$ cat config.mk
export PLATFORM = sky130hd
export DESIGN_NAME = reg_dump_reader
export DESIGN_NICKNAME = d
export VERILOG_FILES = /design/src/rtl/reg_dump_reader_pkg.sv /design/src/rtl/reg_dump_reader.sv
export SDC_FILE = /design/constraint.sdc
export NUM_CORES = 1
export LEC_CHECK = 0
export CORE_ASPECT_RATIO = 0.6
export CORE_MARGIN = 2
export CORE_UTILIZATION = 48
export CTS_CLUSTER_DIAMETER = 80
export CTS_CLUSTER_SIZE = 30
export DETAILED_ROUTE_END_ITERATION = 8
export PLACE_DENSITY = 0.85
export SLEW_MARGIN = 20
export SYNTH_ARGS = -nofsm -noshare
export SYNTH_HDL_FRONTEND = slang
export SYNTH_SLANG_ARGS = --single-unit
$ cat constraint.sdc
create_clock -name clk -period 2.8 [get_ports clk]
set_input_delay 0.56 -clock clk [delete_from_list [all_inputs] [get_ports clk]]
set_output_delay 0.56 -clock clk [all_outputs]
set_load 0.02 [all_outputs]
$ cat src/rtl/reg_dump_reader_pkg.sv
// Shared CPU definitions for the register-dump reader and the register file.
package reg_dump_reader_pkg;

  // Register-file geometry, shared with the register file itself.
  localparam int unsigned REG_ADDR_W = 5;
  localparam int unsigned REG_DATA_W = 32;

  // Dump reader control states.
  typedef enum logic [1:0] {
    IDLE = 2'd0,
    LOAD = 2'd1,
    SEND = 2'd2
  } state_e;

endpackage

$ cat src/rtl/reg_dump_reader.sv
// Register-file dump reader: scans FIRST_REG..NUM_REGS-1 through one read
// port and emits each value as a valid/ready beat tagged with its index.
// Optional build macro REG_DUMP_CHECKSUM_EN appends an XOR checksum beat.
module reg_dump_reader
  import reg_dump_reader_pkg::*;
#(
  parameter int unsigned NUM_REGS  = 32,
  parameter int unsigned ADDR_W    = REG_ADDR_W,
  parameter int unsigned DATA_W    = REG_DATA_W,
  parameter int unsigned FIRST_REG = 0
) (
  input  logic              clk,
  input  logic              rst,
  input  logic              start,
  input  logic              abort,
  output logic              busy,
  output logic [ADDR_W-1:0] rd_addr,
  input  logic [DATA_W-1:0] rd_data,
  output logic              dout_valid,
  input  logic              dout_ready,
  output logic [DATA_W-1:0] dout_data,
  output logic [ADDR_W-1:0] dout_idx,
  output logic              dout_last,
  output logic              dout_is_chk
);

  localparam logic [ADDR_W-1:0] FIRST_IDX = ADDR_W'(FIRST_REG);
  localparam logic [ADDR_W-1:0] LAST_IDX  = ADDR_W'(NUM_REGS - 1);
  localparam logic [ADDR_W-1:0] ONE       = ADDR_W'(1);
  localparam logic [ADDR_W-1:0] TWO       = ADDR_W'(2);

  state_e            state_q, state_d;
  logic [ADDR_W-1:0] idx_q, idx_d;
  logic [ADDR_W-1:0] rd_addr_q, rd_addr_d;
  logic              busy_q, busy_d;
  logic              valid_q, valid_d;
  logic [DATA_W-1:0] data_q, data_d;
  logic [ADDR_W-1:0] didx_q, didx_d;
  logic              last_q, last_d;
  logic              hs;

`ifdef REG_DUMP_CHECKSUM_EN
  logic [DATA_W-1:0] chk_q, chk_d;
  logic              is_chk_q, is_chk_d;
`endif

  assign hs = valid_q & dout_ready;

  // State register.
  always_ff @(posedge clk) begin
    if (rst) begin
      state_q <= IDLE;
    end else begin
      state_q <= state_d;
    end
  end

  // Next-state and datapath decode; abort outranks a same-cycle handshake.
  always_comb begin
    state_d   = state_q;
    idx_d     = idx_q;
    rd_addr_d = rd_addr_q;
    busy_d    = busy_q;
    valid_d   = valid_q;
    data_d    = data_q;
    didx_d    = didx_q;
    last_d    = last_q;
`ifdef REG_DUMP_CHECKSUM_EN
    chk_d     = chk_q;
    is_chk_d  = is_chk_q;
`endif

    case (state_q)
      IDLE: begin
        if (start) begin
          idx_d     = FIRST_IDX;
          rd_addr_d = FIRST_IDX;
          busy_d    = 1'b1;
          state_d   = LOAD;
`ifdef REG_DUMP_CHECKSUM_EN
          chk_d     = '0;
          is_chk_d  = 1'b0;
`endif
        end
      end

      LOAD: begin
        if (abort) begin
          valid_d   = 1'b0;
          busy_d    = 1'b0;
          rd_addr_d = FIRST_IDX;
          state_d   = IDLE;
        end else begin
          // rd_addr_q == idx_q here, so rd_data is register idx_q.
          data_d    = rd_data;
          didx_d    = idx_q;
          valid_d   = 1'b1;
          rd_addr_d = idx_q + ONE;
          state_d   = SEND;
`ifdef REG_DUMP_CHECKSUM_EN
          last_d    = 1'b0;
          is_chk_d  = 1'b0;
`else
          last_d    = (idx_q == LAST_IDX);
`endif
        end
      end

      SEND: begin
        if (abort) begin
          valid_d   = 1'b0;
          busy_d    = 1'b0;
          rd_addr_d = FIRST_IDX;
          state_d   = IDLE;
        end else if (hs) begin
          if (last_q) begin
            valid_d   = 1'b0;
            busy_d    = 1'b0;
            rd_addr_d = FIRST_IDX;
            state_d   = IDLE;
          end
`ifdef REG_DUMP_CHECKSUM_EN
          else if (idx_q == LAST_IDX) begin
            // Final register beat accepted: follow with the checksum beat.
            chk_d    = chk_q ^ data_q;
            data_d   = chk_q ^ data_q;
            didx_d   = '0;
            last_d   = 1'b1;
            is_chk_d = 1'b1;
          end
`endif
          else begin
            // rd_addr_q == idx_q+1 is the prefetched next register.
            idx_d     = idx_q + ONE;
            data_d    = rd_data;
            didx_d    = idx_q + ONE;
            rd_addr_d = idx_q + TWO;
`ifdef REG_DUMP_CHECKSUM_EN
            chk_d     = chk_q ^ data_q;
            last_d    = 1'b0;
`else
            last_d    = ((idx_q + ONE) == LAST_IDX);
`endif
          end
        end
      end

      default: begin
        valid_d   = 1'b0;
        busy_d    = 1'b0;
        rd_addr_d = FIRST_IDX;
        state_d   = IDLE;
      end
    endcase
  end

  // Datapath and output registers.
  always_ff @(posedge clk) begin
    if (rst) begin
      idx_q     <= FIRST_IDX;
      rd_addr_q <= FIRST_IDX;
      busy_q    <= 1'b0;
      valid_q   <= 1'b0;
      data_q    <= '0;
      didx_q    <= '0;
      last_q    <= 1'b0;
`ifdef REG_DUMP_CHECKSUM_EN
      chk_q     <= '0;
      is_chk_q  <= 1'b0;
`endif
    end else begin
      idx_q     <= idx_d;
      rd_addr_q <= rd_addr_d;
      busy_q    <= busy_d;
      valid_q   <= valid_d;
      data_q    <= data_d;
      didx_q    <= didx_d;
      last_q    <= last_d;
`ifdef REG_DUMP_CHECKSUM_EN
      chk_q     <= chk_d;
      is_chk_q  <= is_chk_d;
`endif
    end
  end

  assign busy       = busy_q;
  assign rd_addr    = rd_addr_q;
  assign dout_valid = valid_q;
  assign dout_data  = data_q;
  assign dout_idx   = didx_q;
  assign dout_last  = last_q;
`ifdef REG_DUMP_CHECKSUM_EN
  assign dout_is_chk = is_chk_q;
`else
  assign dout_is_chk = 1'b0;
`endif

endmodule

# == Word-level counts from Yosys, hierarchy flattened ==
# Cells that the tools add are included.
# totals
out_inout_bits,46
elab_cells,70
ram_bits,0
latch_bits,0
regBits,52
memories,0
mem_bits_ro,0
inputBits,37
# classes
n_reduce_logical,10
n_addsub,2
eq_ne,12
order_cmp,0
n_shift,0
n_mul,0
div,0
n_bitwise,2
muxes,36
# op_table
operator,count
2-to-1 mux 32 bit,4
one-hot mux 32 bit (2 select lines),1
2-to-1 mux 5 bit,9
one-hot mux 5 bit (2 select lines),2
one-hot mux 5 bit (3 select lines),1
"inequality test 2 bit, second input constant",6
"equality test 5 bit, second input constant",2
2-to-1 mux 1 bit,10
2-to-1 mux 2 bit,5
AND reduction 5 bit,2
AND reduction 4 bit,2
"inequality test 3 bit, second input constant",2
one-hot mux 1 bit (3 select lines),2
one-hot mux 2 bit (3 select lines),1
AND reduction 3 bit,2
"adder 5 x 1 -> 5 bit, second input constant",1
"adder 5 x 2 -> 5 bit, second input constant",1
nonzero test 2 bit,2
"equality test 2 x 1 -> 1 bit, second input constant",1
"equality test 2 bit, second input constant",1
zero test 2 bit,1
one-hot mux 1 bit (2 select lines),1
AND reduction 2 bit,1
bitwise AND 1 bit,1
NOT 1 bit,1

# == Depth between registers and ports, before layout ==
# Gate-level depths: netlist of the first run.
# logic_depth
word_depth,6
mapped_depth,7
depth_no_buf,6

# == Least setup slack after synthesis of the first run ==
# OpenSTA, ideal clock, no wires.
# synth_path
path_kind,register to register
from,reg idx_q[1]
to,reg last_q (netlist: dout_last)
setup_ns,0.078
required_ns,2.722
arrival_time_ns,1.564
stages_incl_launch_ff,7
synth_period_minus_slack_ns,1.642
n_path_buf,0
path_slack_ns,1.158
path_cell_list,dfxtp_1 > ha_1 > and3_1 > ha_1 > nand3_1 > o32a_1 > nor3_1
# synth_between
elab_chain_len,6
word_cells_on_any_way,8
classes_between,1 x add/sub; 2 x eq/ne; 5 x mux
# synth_rtl
element,line,source
"start, declared",reg_dump_reader.sv:33,"logic [ADDR_W-1:0] idx_q, idx_d;"
"start signal, assigned",reg_dump_reader.sv:172,idx_q <= idx_d;
adder 5 x 1 -> 5 bit,reg_dump_reader.sv:142,last_d = ((idx_q + ONE) == LAST_IDX);
equality test 5 bit,reg_dump_reader.sv:142,
2-to-1 mux 1 bit,reg_dump_reader.sv:116,if (last_q) begin
2-to-1 mux 1 bit,reg_dump_reader.sv:115,end else if (hs) begin
2-to-1 mux 1 bit,reg_dump_reader.sv:110,if (abort) begin
one-hot mux 1 bit (2 select lines) *,reg_dump_reader.sv:73,case (state_q)
"end signal, assigned",reg_dump_reader.sv:178,last_q <= last_d;
"end, declared",reg_dump_reader.sv:39,"logic last_q, last_d;"
# Every way passes the cells marked *; elsewhere a longest branch is shown, timed or not. The select of a mux whose other input is x is not followed.
# A chain may end at the register's enable or synchronous reset.

# == Final worst setup path of the first run ==
# layout_path
from,reg state_q[0]
to,reg didx_q[4] (netlist: dout_idx[4])
# layout_between
elab_chain_len,3
word_cells_on_any_way,9
classes_between,6 x eq/ne; 1 x mux; 2 x reduce/logical
# layout_rtl
element,line,source
"start, declared",reg_dump_reader.sv:32,"state_e state_q, state_d;"
"start signal, assigned",reg_dump_reader.sv:54,state_q <= state_d;
equality test 2 x 1 -> 1 bit or equality test 2 bit (tied branches),reg_dump_reader.sv:73,
inequality test 2 bit (no source line) or nonzero test 2 bit (tied branches),--,
AND reduction 5 bit (no source line),--,
"end signal, assigned",reg_dump_reader.sv:177,didx_q <= didx_d;
"end, declared",reg_dump_reader.sv:38,"logic [ADDR_W-1:0] didx_q, didx_d;"
# Several ways; a longest one is shown, not always the timed one.

==> impl_metrics.toml, run 1 <==
[worst_setup_path]
crit_arrival_ns = 2.36
cp-start-kind = "register"
rr_startpoint = "state_q[0]"
cp_num_buf_inv = 2
cp_max_fo = 40
startpoint = "state_q[0]"
crit_family = "adder cells"
cpMaxStageDelayCell = "ha_1"
worst_path_largest_cell_delay_ns = 0.54
endpoint_kind = "register"
cp.required_ns = 3.02
path_cells = "inv_1 > ha_1 > nand4b_1 > a21oi_2 > buf_4 > nor2_1 > a211oi_1"
path_class = "reg -> reg"

[power_and_ir_drop]
vdd_ir_drop_max_v = 0.000340
p_comb_share_pct = 24.7
swShare_pct = 29.9
p_total_mw = 1.65
powerDensity_mw_per_mm2 = 515
p_seq_share_pct = 49.6
p_int_mw = 1.15
p_leak_nw = 1.14
pwr-share-clk_pct = 25.7
net-switching-power_mw = 0.492

[timing]
whs_ns = 0.459
finalCriticalPeriod_ns = 2.14
setup_violations = 0
finalHoldViolations = 0
worst_pin_slew_ns = 0.592
fmax_mhz = 467
max_slew_margin_pct = 60.6
rsz0062_at_grt = "false"
final_max_slew_viol_count = 0
setup_tns_ns = 0
finClkSkew_ns = 0.00443
worst_slack_ns = 0.660
fin_crit_sh_pct = 76.4

[floorplanning]
die_area_mm2 = 0.00533
die_y_um = 57.4
rows = 19
initial_core_util_pct = 49.9
die_x_um = 92.9
coreArea_mm2 = 0.00456
io_pins = 83

[global_routing]
gr-total-overflow = 0
grt_first_pass_wirelength_mm = 9.24
gr-usage-all-layers_pct = 21.5
grt_pass1_vias = 1933
antenna_found_initial = 0
grt_max_degree = 47

[clock_network]
cts_max_path_buffers = 2
ctsResizeCount = 0
clk_pin_slew_ns = 0.10
cts_tree = "built"
cts_hold_buf = 0
cts_buffers = 5
cts_max_level = 2
cts_setup_buffers = 0
cts.sinks = 52
root_buffer = "clkbuf_8"
insertion_delay_ns = 0.30

[placed_design]
dpl.cell_count = 412
place_area_mm2 = 0.00311
dp_slack_ns = 0.443
io_buffer_count = 81
hpwlAfterDp_mm = 4.04
gp_congestion = 0.902

[detailed_routing]
routed_wl_mm = 5.63
drc = 0
wl_per_cell_um = 13.4
dr.pass1.iters = 4
ant_nets = 0
drt_iter0_drc = 115
num_vias = 2146
via_per_inst = 5.11

[layout]
layoutNonFillerInstCount = 420
fin_nets = 401
final-seq-area_mm2 = 0.00104
fillCellCount = 384
final_util_pct = 70.0
syn2layout_area_growth_pct = 40.2
multi_input_area_mm2 = 0.00112
final_area_mm2 = 0.00319
layout_common_cells = "clkdlybuf4s50_1, nand2_1, dfxtp_1"
drive_gt1_share_pct = 4.48
antenna_cells = 0
final_common_cell = "clkdlybuf4s50_1"

[worst_hold_path]
min_from = "dout_data[23]"
hold_path_class = "reg -> reg"

[yosys]
syn-num-nets = 327
syn-cell-area_mm2 = 0.00228
synthArstFlopShare_pct = 0
syn_avg_cell_area_um2 = 8.08
synth_cell_types = 43
synth_top_cell_area_share_pct = 45.7
ys_seq_elements = 52
yosys_warnings = 0
synth_edf_count = 0
synthCells = 282
ys_seq_area_share_pct = 45.7
synth_top_area_cell = "dfxtp_1"
synth_area_leaders = "dfxtp_1, nand2_1, a21oi_1, ha_1, a211oi_1"
synth_ff_type = "dfxtp_1"

[outcome]
status = "complete, no violations"

[job]
maxCapViolations = 0
layer usage:
| layer | track usage [%] | part of all wire [%] | vias up |
|---|---|---|---|
| met4 | 4.83 | 0.99 | 0 |
| met3 | 5.42 | 7.4 | 6 |
| li1 | - | - | 1092 |
| met5 | 0 | 0 | - |
| met1 | 31.2 | 49 | 969 |
| met2 | 32.7 | 43 | 79 |
power groups by stage:
stage	clock network [mW]	registers [mW]	logic, mW
6_report	0.423	0.816	0.407
5_1_grt	0.470	0.823	0.440
4_1_cts	0.434	0.816	0.407
3_5_place_dp	0	0.833	0.404
3_3_place_gp	0	0.832	0.401
2_1_floorplan	0	0.884	0.176
logic make-up (layout without fill, tap and decap cells):
group | Yosys count | count (layout) | synth area share, %
compound gates | 73 | 73 | 19.1
xor+xnor | 5 | 5 | 1.92
fa+ha+maj | 8 | 8 | 4.39
buf+inv | 25 | 100 | 5.16
flops | 52 | 52 | 45.7
mux | 4 | 4 | 1.76
other cells | 1 | 1 | 0.165
simple gates | 114 | 114 | 21.9
tightest hold or removal path: cells and delay by family, from the launching register on:
kind            cells  cell delay [ns]
simple gates        1             0.05
flops               1             0.32
compound gates      1             0.05
path summary, 6_finish.rpt:
kind | end | slack [ns] | cells past startpoint
worst max-delay path | dout_idx[4] | 0.66 | 7
worst min-delay path | dout_data[23] | 0.46 | 2
worst max register to register | dout_idx[4] | 0.66 | 7
worst min register to register | dout_data[23] | 0.46 | 2
sequential cells by signal, summed over array words and instances, names as in the netlist:
| register | flops |
|---|---|
| dout_valid | 1 |
| busy | 1 |
| idx_q | 5 |
| rd_addr | 5 |
| dout_last | 1 |
| state_q | 2 |
| dout_data | 32 |
| dout_idx | 5 |
synthesized netlist by cell type, types with 2 or more instances:
cell type,n
clkbuf_1,4
o21a_1,3
buf_2,9
dfxtp_1,52
xnor2_1,2
or4_1,2
ha_1,8
a21o_1,2
o2bb2ai_1,2
o21ai_0,5
mux2i_1,4
a211oi_1,7
nor2b_1,2
nand2_1,76
nand2b_1,6
nand3_1,5
a21oi_1,44
nor2_1,11
inv_1,8
xor2_1,3
o211ai_1,2
nor3_1,4
area by class of cell:
cell class | instances | area share, %
Sequential cell | 52 | 32.6
Tap cell | 63 | 2.47
Clock inverter | 3 | 0.588
Multi-Input combinational cell | 205 | 35.2
Clock buffer | 5 | 2.15
Timing Repair Buffer | 84 | 26.1
Inverter | 8 | 0.940
No activity file was read; power rests on OpenSTA's default activity.
==> inputs of run 2 (changes only) <==
CORE_UTILIZATION = 40   (was 48)
PLACE_DENSITY = 0.76   (was 0.85)
clock period = 1.7 ns   (was 2.8 ns; I/O delays follow)
==> impl_metrics.toml, run 2 (synthesized netlist as in run 1, its figures left out) <==
[placed_design]
dp_slack_ns = -0.125
dpl.cell_count = 455
gp_congestion = 0.873
hpwlAfterDp_mm = 4.46
io_buffer_count = 81
place_area_mm2 = 0.00336

[timing]
fmax_mhz = 612
finalCriticalPeriod_ns = 1.63
setup_violations = 0
finalHoldViolations = 0
fin_crit_sh_pct = 96.1
worst_slack_ns = 0.0660
finClkSkew_ns = 0.00631
final_max_slew_viol_count = 0

[layout]
antenna_cells = 0
final_area_mm2 = 0.00354
largest_register_ffs = 32
syn2layout_area_growth_pct = 55.4
layoutNonFillerInstCount = 466
drive_gt1_share_pct = 13.7
final_util_pct = 63.8
fin_nets = 430
final_common_cell = "clkdlybuf4s50_1"
layout_common_cells = "clkdlybuf4s50_1, nand2_1, dfxtp_1"

[detailed_routing]
wl_per_cell_um = 13.2
routed_wl_mm = 6.17
via_per_inst = 4.80
drc = 0
wl_met1_mm = 3.07
num_vias = 2238
drt_iter0_drc = 109
ant_nets = 0
routed-wl-met3_um = 444
dr.pass1.iters = 4
top_layer_used = "met4"
wl_met2_mm = 2.62

[clock_network]
cts.sinks = 52
cts_max_path_buffers = 2
cts_buffers = 5
insertion_delay_ns = 0.31
cts_hold_buf = 0
cts_max_level = 2
clk_pin_slew_ns = 0.10
root_buffer = "clkbuf_8"
cts_tree = "built"

[floorplanning]
die_y_um = 62.5
die_area_mm2 = 0.00634
rows = 21
initial_core_util_pct = 41.1
die_x_um = 101
io_pins = 83
coreArea_mm2 = 0.00554

[global_routing]
gr-usage-all-layers_pct = 19.3
gr-total-overflow = 0
antenna_found_initial = 0
grt_max_degree = 24
grt_first_pass_wirelength_mm = 9.76
grt_pass1_vias = 2103

[worst_setup_path]
rr_worst_depth = 6
cp-start-kind = "register"
path_class = "reg -> reg"
endpoint_kind = "register"
path_cells = "ha_1 > and3_1 > ha_4 > nand3_1 > o32a_1 > nor3_1"
worst_path_largest_cell_delay_ns = 0.34
rr_startpoint = "idx_q[0]"
cp.required_ns = 1.94
reg2reg_to = "dout_last"
rrSetupSlack_ns = 0.07
cp_max_fo = 4
cp_num_buf_inv = 0
crit_arrival_ns = 1.87
cpMaxStageDelayCell = "dfxtp_1"
crit_family = "adder cells"

[worst_hold_path]
hold_path_class = "in -> reg"
min_from = "rst"
hold_end = "dout_data[1]"
hold-path-cell-count = 3

[power_and_ir_drop]
p_leak_nw = 1.32
p_total_mw = 2.87
vdd_ir_drop_max_v = 0.000382
powerDensity_mw_per_mm2 = 810

[outcome]
status = "complete, no violations"

[job]
maxCapViolations = 0
==> run 2: worst reg2reg max path, cell delays in order (launching register included) <==
cell and delay (ns):
dfxtp_1 0.34, ha_1 0.21, and3_1 0.21, ha_4 0.29, nand3_1 0.07, o32a_1 0.32, nor3_1 0.13
==> run 2: final cells by class <==
type / instances / area, µm²
inverter: 8 / 30.0
multi-input combinational: 205 / 1170
timing repair buffer: 113 / 1110
sequential: 52 / 1040
clock buffer: 6 / 72.6
tap: 80 / 100
fill: 481 / 2000
clock inverter: 2 / 16.3
==> run 2: power by group <==
group / internal [mW] / switching [mW]
sequential: 1.30 / 0.0464
combinational: 0.413 / 0.392
clock: 0.294 / 0.423
total: 2.01 / 0.862
==> run 2: what timing repair did <==
item	4_1_cts	5_1_grt
resized for setup	6	7
cloned	0	1
pin swaps	1	4
setup buffers	0	2
endpoints found under the hold margin	0	0
setup endpoints to repair	42	25
==> run 2: metal layers <==
metal,vias to the layer above,global-route usage [%]
met5,-,0
met4,0,5.24
met3,5,4.59
met2,69,29.5
met1,1014,27.2
li1,1150,-
==> run 2: how the worst max path moves through the flow <==
stage / from / endpoint / slack (ns) / depth (start not counted)
final: idx_q[0] / dout_last / 0.07 / 6
after global routing: state_q[0] / dout_idx[0] / -0.002 / 7
after detailed placement: dout_ready / dout_data[28] / -0.13 / 6
after global placement: dout_ready / rd_addr[3] / -0.1 / 5
after CTS: dout_valid / dout_valid / 0.004 / 1
after floorplan: idx_q[1] / dout_last / 0.06 / 6
==> run 2: through the flow <==
step,hold slack [ns],TNS [ns]
final,0.385,0
after global routing,0.386,-0.00242
after CTS,0.380,0
after detailed placement,0.445,-4.00
after global placement,0.441,-2.66
after floorplan,0.466,0
==> inputs of run 3 (changes only) <==
CORE_UTILIZATION = 55   (was 40)
DONT_BUFFER_PORTS = 1   (was default)
PLACE_DENSITY = 0.73   (was 0.76)
==> impl_metrics.toml, run 3 (synthesized netlist as in run 1, its figures left out) <==
[layout]
largest_register_ffs = 32
final_common_cell = "nand2_1"
syn2layout_area_growth_pct = 14.8
final_util_pct = 64.9
layout_common_cells = "nand2_1, dfxtp_1, a21oi_1"
antenna_cells = 0
drive_gt1_share_pct = 16.4
fin_nets = 342
final_area_mm2 = 0.00262

[detailed_routing]
ant_nets = 0
via_per_inst = 5.65
wl_per_cell_um = 14.9
num_vias = 1966
drc = 0
dr.pass1.iters = 4
routed_wl_mm = 5.18
drt_iter0_drc = 88

[timing]
fin_crit_sh_pct = 93.7
final_max_slew_viol_count = 0
setup_violations = 0
rsz0062_at_grt = "false"
finClkSkew_ns = 0.00441
finalHoldViolations = 0
fmax_mhz = 627
finalCriticalPeriod_ns = 1.59

[clock_network]
cts_hold_buf = 0
insertion_delay_ns = 0.31
cts_tree = "built"
cts_max_level = 2
cts.sinks = 52
cts_max_path_buffers = 2
cts_buffers = 5
root_buffer = "clkbuf_8"
clk_pin_slew_ns = 0.09

[worst_setup_path]
path_class = "reg -> reg"
cpMaxStageDelayCell = "dfxtp_2"
endpoint_kind = "register"
cp.required_ns = 1.91
startpoint = "state_q[1]"
cp-start-kind = "register"
cp_max_fo = 4
path_cells = "inv_1 > ha_2 > buf_4 > mux2i_1 > o21ba_2 > nor2_1 > a22o_1"
rr_startpoint = "state_q[1]"
worst_path_largest_cell_delay_ns = 0.38
crit_arrival_ns = 1.80

[floorplanning]
die_area_mm2 = 0.00469
die_y_um = 53.9
coreArea_mm2 = 0.00403
io_pins = 83
die_x_um = 87.1
rows = 18
initial_core_util_pct = 56.5

[global_routing]
gr-total-overflow = 0
grt_first_pass_wirelength_mm = 7.91
gr-usage-all-layers_pct = 21.9
antenna_found_initial = 0
grt_max_degree = 50
grt_pass1_vias = 1642

[worst_hold_path]
min_from = "rst"
hold_path_class = "in -> reg"

[power_and_ir_drop]
p_leak_nw = 0.960
powerDensity_mw_per_mm2 = 988
p_total_mw = 2.59
vdd_ir_drop_max_v = 0.000497

[placed_design]
hpwlAfterDp_mm = 3.69
gp_congestion = 0.903
io_buffer_count = 0
place_area_mm2 = 0.00246

[job]
maxCapViolations = 0

[outcome]
status = "complete, no violations"
==> run 3: report_power, final <==
group	leakage, nW	internal (mW)	total [mW]	switching, mW
registers	0.424	1.30	1.44	0.142
logic	0.495	0.201	0.444	0.243
clock network	0.0414	0.294	0.702	0.409
==> run 3: worst paths after layout <==
| check | end | slack, ns | cells past startpoint |
|---|---|---|---|
| max | idx_q[4] | 0.11 | 7 |
| min | dout_data[17] | 0.1 | 1 |
| max reg2reg | idx_q[4] | 0.11 | 7 |
| min reg2reg | state_q[1] | 0.52 | 2 |
==> run 3: area by class of cell <==
| type | instances | area, µm² |
|---|---|---|
| Clock inverter | 2 | 16.3 |
| Inverter | 8 | 30.0 |
| Fill cell | 355 | 1420 |
| Clock buffer | 6 | 72.6 |
| Tap cell | 50 | 62.6 |
| Sequential cell | 52 | 1040 |
| Timing Repair Buffer | 25 | 200 |
| Multi-Input combinational cell | 205 | 1190 |
==> run 3: routing by layer <==
layer / GRT usage [%] / wire length (µm)
met5: 0 / 0
met2: 30.5 / 2090
met4: 7.44 / 65
met3: 7.21 / 428
met1: 31.7 / 2600
==> run 3: critical path, delay by kind of cell (launching register included) <==
family,cells,cell delay [ns]
multiplexers,1,0.12
adder cells (fa/ha/maj),1,0.20
AO/OA/AOI/OAI,2,0.49
flip-flops,1,0.38
buffers and inverters,2,0.23
AND/OR/NAND/NOR,1,0.06
==> run 3: timing repair <==
| action | 4_1_cts | 5_1_grt |
|---|---|---|
| endpoints found under the setup margin | 6 | 32 |
| setup buffers | 0 | 1 |
| pin swaps | 0 | 1 |
| gates resized for setup | 1 | 13 |
| endpoints found under the hold margin | 0 | 0 |
==> run 3: per-stage QoR <==
stage	cells	hold WS (ns)	TNS, ns	setup WS [ns]
floorplan	282	0.466	0	0.0579
detailed placement	339	0.417	-0.0102	-0.00768
global placement	339	0.414	0	0.0578
global route	348	0.0746	0	0.00150
finish	348	0.0970	0	0.106
CTS	347	0.0812	0	0.0371
